$ cat src/rtl/adder_axi_pkg.sv
// Shared types and register map for the adder AXI4-Lite master.
package adder_axi_pkg;

   typedef enum logic [3:0] {
      IDLE,
      WR_A,
      WR_A_B,
      WR_B,
      WR_B_B,
      RD_SUM,
      RD_SUM_R,
      RD_OVF,
      RD_OVF_R,
      DONE
   } state_t;

   localparam int unsigned ADDR_OPA  = 32'h00;
   localparam int unsigned ADDR_OPB  = 32'h04;
   localparam int unsigned ADDR_SUM  = 32'h08;
   localparam int unsigned ADDR_OVF  = 32'h0C;
   localparam int unsigned RESP_OKAY = 0;

endpackage

$ cat src/rtl/adder_axi_wdog.sv
// Handshake watchdog: counts cycles spent in the current wait state.
module adder_axi_wdog #(
   parameter int unsigned TIMEOUT_CYCLES = 64
) (
   input  logic clk,
   input  logic rst,
   input  logic restart,
   input  logic enable,
   output logic expired
);

   localparam int unsigned CW = $clog2(TIMEOUT_CYCLES + 1);

   logic [CW-1:0] cnt_q, cnt_d;

   // restart loads 1 so the count equals cycles spent in the new state
   always_comb begin
      cnt_d = cnt_q;
      if (restart) begin
         cnt_d = CW'(1);
      end else if (enable && !expired) begin
         cnt_d = cnt_q + CW'(1);
      end
   end

   assign expired = enable && (cnt_q == CW'(TIMEOUT_CYCLES));

   always_ff @(posedge clk or posedge rst) begin
      if (rst) begin
         cnt_q <= '0;
      end else begin
         cnt_q <= cnt_d;
      end
   end

endmodule

$ cat src/rtl/adder_axi_master.sv
// AXI4-Lite master: writes two operands to the adder slave, reads back sum/overflow.
module adder_axi_master
   import adder_axi_pkg::*;
#(
   parameter int unsigned DATA_WIDTH     = 32,
   parameter int unsigned ADDR_WIDTH     = 8,
   parameter int unsigned RESP_WIDTH     = 3,
   parameter int unsigned TIMEOUT_CYCLES = 64
) (
   input  logic                    m1_axi_aclk,
   input  logic                    m1_axi_areset,
   input  logic                    start,
   input  logic [DATA_WIDTH-1:0]   op_a,
   input  logic [DATA_WIDTH-1:0]   op_b,
   output logic                    busy,
   output logic                    done,
   output logic [DATA_WIDTH-1:0]   sum,
   output logic                    overflow,
   output logic                    error,
   output logic [ADDR_WIDTH-1:0]   m1_axi_awaddr,
   output logic                    m1_axi_awvalid,
   input  logic                    m1_axi_awready,
   output logic [DATA_WIDTH-1:0]   m1_axi_wdata,
   output logic [DATA_WIDTH/8-1:0] m1_axi_wstrb,
   output logic                    m1_axi_wvalid,
   input  logic                    m1_axi_wready,
   input  logic [RESP_WIDTH-1:0]   m1_axi_bresp,
   input  logic                    m1_axi_bvalid,
   output logic                    m1_axi_bready,
   output logic [ADDR_WIDTH-1:0]   m1_axi_araddr,
   output logic                    m1_axi_arvalid,
   input  logic                    m1_axi_arready,
   input  logic [DATA_WIDTH-1:0]   m1_axi_rdata,
   input  logic [RESP_WIDTH-1:0]   m1_axi_rresp,
   input  logic                    m1_axi_rvalid,
   output logic                    m1_axi_rready
);

   state_t                  state_q, state_d;
   logic [DATA_WIDTH-1:0]   opa_q, opa_d;
   logic [DATA_WIDTH-1:0]   opb_q, opb_d;
   logic [DATA_WIDTH-1:0]   sum_q, sum_d;
   logic                    ovf_q, ovf_d;
   logic                    err_q, err_d;
   logic                    aw_done_q, aw_done_d;
   logic                    w_done_q, w_done_d;
   logic                    wr_st, wrb_st, rd_st, rdr_st;
   logic                    wait_st, is_sum, take_r;
   logic                    restart, expired;

   assign wr_st   = (state_q == WR_A) || (state_q == WR_B);
   assign wrb_st  = (state_q == WR_A_B) || (state_q == WR_B_B);
   assign rd_st   = (state_q == RD_SUM) || (state_q == RD_OVF);
   assign rdr_st  = (state_q == RD_SUM_R) || (state_q == RD_OVF_R);
   assign wait_st = (state_q != IDLE) && (state_q != DONE);
   assign is_sum  = (state_q == RD_SUM) || (state_q == RD_SUM_R);
   assign restart = (state_d != state_q);

   adder_axi_wdog #(
      .TIMEOUT_CYCLES(TIMEOUT_CYCLES)
   ) u_wdog (
      .clk    (m1_axi_aclk),
      .rst    (m1_axi_areset),
      .restart(restart),
      .enable (wait_st),
      .expired(expired)
   );

   always_comb begin
      state_d   = state_q;
      opa_d     = opa_q;
      opb_d     = opb_q;
      sum_d     = sum_q;
      ovf_d     = ovf_q;
      err_d     = err_q;
      aw_done_d = aw_done_q;
      w_done_d  = w_done_q;
      take_r    = 1'b0;
      // a stalled handshake is abandoned outright, valids drop with it
      if (wait_st && expired) begin
         state_d = DONE;
         err_d   = 1'b1;
      end else begin
         unique case (state_q)
            IDLE: begin
               if (start) begin
                  opa_d   = op_a;
                  opb_d   = op_b;
                  err_d   = 1'b0;
                  state_d = WR_A;
               end
            end
            WR_A, WR_B: begin
               if (m1_axi_awvalid && m1_axi_awready) aw_done_d = 1'b1;
               if (m1_axi_wvalid && m1_axi_wready) w_done_d = 1'b1;
               if (aw_done_d && w_done_d) begin
                  state_d = (state_q == WR_A) ? WR_A_B : WR_B_B;
               end
            end
            WR_A_B, WR_B_B: begin
               if (m1_axi_bvalid) begin
                  if (m1_axi_bresp != RESP_WIDTH'(RESP_OKAY)) err_d = 1'b1;
                  state_d = (state_q == WR_A_B) ? WR_B : RD_SUM;
               end
            end
            RD_SUM, RD_OVF: begin
               if (m1_axi_arready) begin
                  take_r = m1_axi_rvalid;
                  if (m1_axi_rvalid) begin
                     state_d = is_sum ? RD_OVF : DONE;
                  end else begin
                     state_d = is_sum ? RD_SUM_R : RD_OVF_R;
                  end
               end
            end
            RD_SUM_R, RD_OVF_R: begin
               if (m1_axi_rvalid) begin
                  take_r  = 1'b1;
                  state_d = is_sum ? RD_OVF : DONE;
               end
            end
            DONE:    state_d = IDLE;
            default: state_d = IDLE;
         endcase
      end
      if (take_r) begin
         if (m1_axi_rresp != RESP_WIDTH'(RESP_OKAY)) err_d = 1'b1;
         if (is_sum) sum_d = m1_axi_rdata;
         else ovf_d = m1_axi_rdata[0];
      end
      if (state_d != state_q) begin
         aw_done_d = 1'b0;
         w_done_d  = 1'b0;
      end
   end

   always_ff @(posedge m1_axi_aclk or posedge m1_axi_areset) begin
      if (m1_axi_areset) begin
         state_q   <= IDLE;
         opa_q     <= '0;
         opb_q     <= '0;
         sum_q     <= '0;
         ovf_q     <= 1'b0;
         err_q     <= 1'b0;
         aw_done_q <= 1'b0;
         w_done_q  <= 1'b0;
      end else begin
         state_q   <= state_d;
         opa_q     <= opa_d;
         opb_q     <= opb_d;
         sum_q     <= sum_d;
         ovf_q     <= ovf_d;
         err_q     <= err_d;
         aw_done_q <= aw_done_d;
         w_done_q  <= w_done_d;
      end
   end

   assign busy     = (state_q != IDLE);
   assign done     = (state_q == DONE);
   assign error    = done && err_q;
   assign sum      = sum_q;
   assign overflow = ovf_q;

   assign m1_axi_awvalid = wr_st && !aw_done_q;
   assign m1_axi_wvalid  = wr_st && !w_done_q;
   assign m1_axi_awaddr  = (state_q == WR_B) ? ADDR_WIDTH'(ADDR_OPB)
                                             : ADDR_WIDTH'(ADDR_OPA);
   assign m1_axi_wdata   = (state_q == WR_B) ? opb_q : opa_q;
   assign m1_axi_wstrb   = '1;
   assign m1_axi_bready  = wr_st || wrb_st;
   assign m1_axi_arvalid = rd_st;
   assign m1_axi_araddr  = is_sum ? ADDR_WIDTH'(ADDR_SUM)
                                  : ADDR_WIDTH'(ADDR_OVF);
   assign m1_axi_rready  = rd_st || rdr_st;

endmodule

$ cat config.mk
export PLATFORM = sky130hd
export DESIGN_NAME = adder_axi_master
export DESIGN_NICKNAME = d
export VERILOG_FILES = /design/src/rtl/adder_axi_pkg.sv /design/src/rtl/adder_axi_wdog.sv /design/src/rtl/adder_axi_master.sv
export SDC_FILE = /design/constraint.sdc
export NUM_CORES = 1
export LEC_CHECK = 0
export ABC_AREA = 1
export ABC_CLOCK_PERIOD_IN_PS = 3500
export CAP_MARGIN = 20
export CORE_ASPECT_RATIO = 1.25
export CORE_MARGIN = 2
export CORE_UTILIZATION = 30
export CTS_BUF_LIST = sky130_fd_sc_hd__clkbuf_4 sky130_fd_sc_hd__clkbuf_8
export DETAILED_ROUTE_END_ITERATION = 7
export GPL_ROUTABILITY_DRIVEN = 0
export MAX_ROUTING_LAYER = met4
export SETUP_SLACK_MARGIN = 0.05
export SYNTH_ARGS = -nofsm -noshare
export SYNTH_HDL_FRONTEND = slang
export SYNTH_HIERARCHICAL = 1
export SYNTH_SLANG_ARGS = --single-unit
$ cat constraint.sdc
create_clock -name m1_axi_aclk -period 3.5 [get_ports m1_axi_aclk]
set_input_delay 1.05 -clock m1_axi_aclk [delete_from_list [all_inputs] [get_ports m1_axi_aclk]]
set_output_delay 1.05 -clock m1_axi_aclk [all_outputs]
set_load 0.03 [all_outputs]
==> impl_results.md <==
* Post-synthesis instance total at 610
* CP Data Required Time at 2.45 ns
* Routed Antenna Nets at 0
* EDFF count, synth at 0
* Slowest cell on crit path: dfrtp_1
* Top-count cell post-synth: nand2_1
* Clk_lat worst skew at 0.38 ns
* Quantity of gates resized following cts at 13
* Synth top cells by count: nand2_1, dfrtp_1, inv_1, o21ai_0, mux2_4
* Largest net degree at the start of global routing at 105
* Sequential Power Share at 33.7%
* Combinational power share at 52.5%
* Die height at 152.6 um
* Fin. Hold Viols at 0
* First-pass GRT wire length at 21180 um
* Dpl hpwl at 9597 um
* Vias per std cell at 4.339
* Final Max Tran Viols at 0
* Share of layout cells above drive strength 1 at 10.83%
* Average routed wire per standard cell at 12.94 um
* Post-CTS setup buffers at 0
* Met2 routed WL at 6496 um
* Hold_buf cts at 0
* Total of flip-flops plus latches after synthesis at 111
* Crit path launch type: flip-flop
* Max Freq at 0.3136 GHz
* Starting DRT DRC Count at 166
* Cells along the critical path: nor2_2 -> inv_1 -> nor2_2 -> buf_4 -> nand2_1 -> o21ai_0 -> dlygate4sd2_1
* CORE AREA at 17360 um^2
* Design Area, Final at 7497 um^2
* Row Count at 54
* Worst EP arrival at 2.14 ns
* Syn Area/Cell at 8.693 um^2
* Pwr Density at 782.4 nW/um^2
* Vias in the first global route at 4341
* Critical Path Source: state_q[3]
* Mapped cell area at 5303 um^2
* Sw power at 2604 uW
* Worst hold path type: reg -> reg
* Hold Slack at 0.4788 ns
* TritonCTS Buffers at 9
* Most used DFF post-synth: dfrtp_1
* Post-DP Area at 7305 um^2
* Clock Sink Count at 111
* Max layer used: met4
* R2R Setup Slk at 0.87 ns
* Clk pwr share at 13.8%
* Gr usage total at 14.68%
* Initial antenna violation count at 0
* Setup TNS at 0 ns
* Number of max-cap violations at 0
* Synth warn at 6
* Diodes inserted at 0
* Top area cells in the synthesized netlist: dfrtp_1, nand2_1, mux2_4
* Final core utilization at 43.18%
* Met3 wire length at 895 um
* Final wirelength at 13180 um
* Tmin final at 3.189 ns
* Gr ovfl total at 0
* Clock Skew at 0.008411 ns
* Worst Setup End Kind: output port
* Setup crit end: m1_axi_wdata[5]
* Die area at 18760 um^2
* Worst slew pin tran at 0.6250 ns
* Switch share at 44.39%
* Tcrit/Tclk final at 91.11%
* R2r endpoint: u_wdog/cnt_q[4]
* Relative slew margins at 58.33%
* Reg-to-reg startpoint: state_q[1]
* Area Overhead vs Synth at 41.39%
* Critical path class: reg -> out
* Final setup viols at 0
* Power Total at 5866 uW
* Cell variety after synth at 26
* Cell Int Power at 3262 uW
* Detailed Routing Iterations Pass 1 at 4
* # IOs at 203
* Async S/R FF share, synth at 100.0%
* Root Buffer: clkbuf_8
* CP max stage delay at 0.46 ns
* Routed vias at 4417
* Crit path max fanout at 27
* P_leak at 0.003781 uW
* Worst Reg2Reg Path Length in Cells at 14
* CTS max path bufs at 2
* Metal-1 WL at 5565 um
* H-tree Lvls at 3
* Unrepaired setup endpoints after global routing: false
* Die Span X at 122.9 um
* Maximum vdd drop at 0.3709 mV
* Port buffer count at 184
* Status: completed
* Reg clk slew, reported paths at 0.10 ns
* CTS tree: done
* DRC at 0
* Post-synth top area cell: dfrtp_1
* Register area share after synthesis at 52.38%
* Yosys top cell area share at 52.38%
* Initial core utilization at 30.54%
* Worst path most repeated cell: nor2_2
* Nets at 901
## worst min-delay path by stage
stage	startpoint	to	slack, ns	cells after the start
after floorplan	opa_q[13]	opa_q[13]	0.44	2
after global placement	opa_q[30]	opa_q[30]	0.45	2
after global routing	opb_q[8]	opb_q[8]	0.50	2
after detailed placement	opb_q[8]	opb_q[8]	0.46	2
after CTS	opa_q[28]	opa_q[28]	0.49	2
final	opa_q[13]	opa_q[13]	0.48	2
## worst max-delay path: cells and delay by family, from the launching register on
family / cells / cell delay, ns
flip-flops: 1 / 0.46
buffers and inverters: 3 / 0.78
AO/OA/AOI/OAI: 1 / 0.11
AND/OR/NAND/NOR: 3 / 0.42
## through the flow
stage,setup slack (ns),instances
after global placement,0.3970,1002
after CTS,0.1234,1018
after floorplan,0.5470,626
final,0.3112,1018
after global routing,0.08083,1018
after detailed placement,0.4058,1002
## routing by layer
layer  vias to the layer above  track usage, %
met3                        15           3.817
met4                         0           4.762
met1                      2054           17.58
met5                         -               -
li1                       2222               -
met2                       126           23.86
## kinds of logic (layout without fill, tap and decap cells)
kind of cell,after synthesis,in the layout,synth area share (%)
AND/OR/NAND/NOR,275,275,21.00
flip-flops,111,111,52.38
buffers and inverters,111,279,9.651
AO/OA/AOI/OAI,75,75,7.291
multiplexers,31,31,8.565
XOR/XNOR,3,3,0.4956
adder cells (fa/ha/maj),2,2,0.4718
other,2,18,0.1416
## power by group through the flow
stage	combinational (uW)	sequential (uW)	clock [uW]
floorplan	1870	2120	0
global placement	3180	1990	0
detailed placement	3200	2010	0
CTS	3140	1980	862
global route	3410	2030	894
finish	3080	1980	808
## layout by cell type (no fill, tap or decap)
master           synthesis  layout
o2111ai_1                1       1
ha_1                     2       2
nor2_2                   3       3
conb_1                   2      18
nand2_1                215     215
nand4_1                  4       4
clkdlybuf4s50_1          0     151
nand3_1                 19      19
mux2_2                   3       3
o21ai_0                 68      68
bufinv_16                0       1
mux2_4                  28      28
a21oi_1                  3       3
clkinvlp_4               0       2
inv_2                    1       1
dfrtp_1                111     111
nand3_4                  1       1
clkinv_4                 0       2
dlygate4sd2_1            0      13
buf_12                   0       3
xor2_1                   3       3
nor2_4                   2       3
nand2_2                  1       1
nor3_1                   5       5
dlymetal6s2s_1           0       1
o21bai_1                 3       3
inv_1                   69      68
clkinv_2                 0       1
nor2_1                  24      23
inv_6                    0       1
or2_2                    1       1
clkbuf_8                 0      10
buf_4                   18      25
## sequential cells by signal, summed over array words and instances, names as in the netlist
| signal | count |
|---|---|
| u_wdog/cnt_q | 7 |
| sum | 32 |
| err_q | 1 |
| opa_q | 32 |
| state_q | 4 |
| aw_done_q | 1 |
| w_done_q | 1 |
| opb_q | 32 |
| overflow | 1 |
## cell type report
class,instances,area (um^2)
timing repair buffer,193,1886
clock inverter,6,68.82
multi-input combinational,404,2081
inverter,70,266.5
fill,1759,9867
clock buffer,10,137.6
sequential,111,2778
tap,224,280.3
Power figures use the tool's default switching activity.
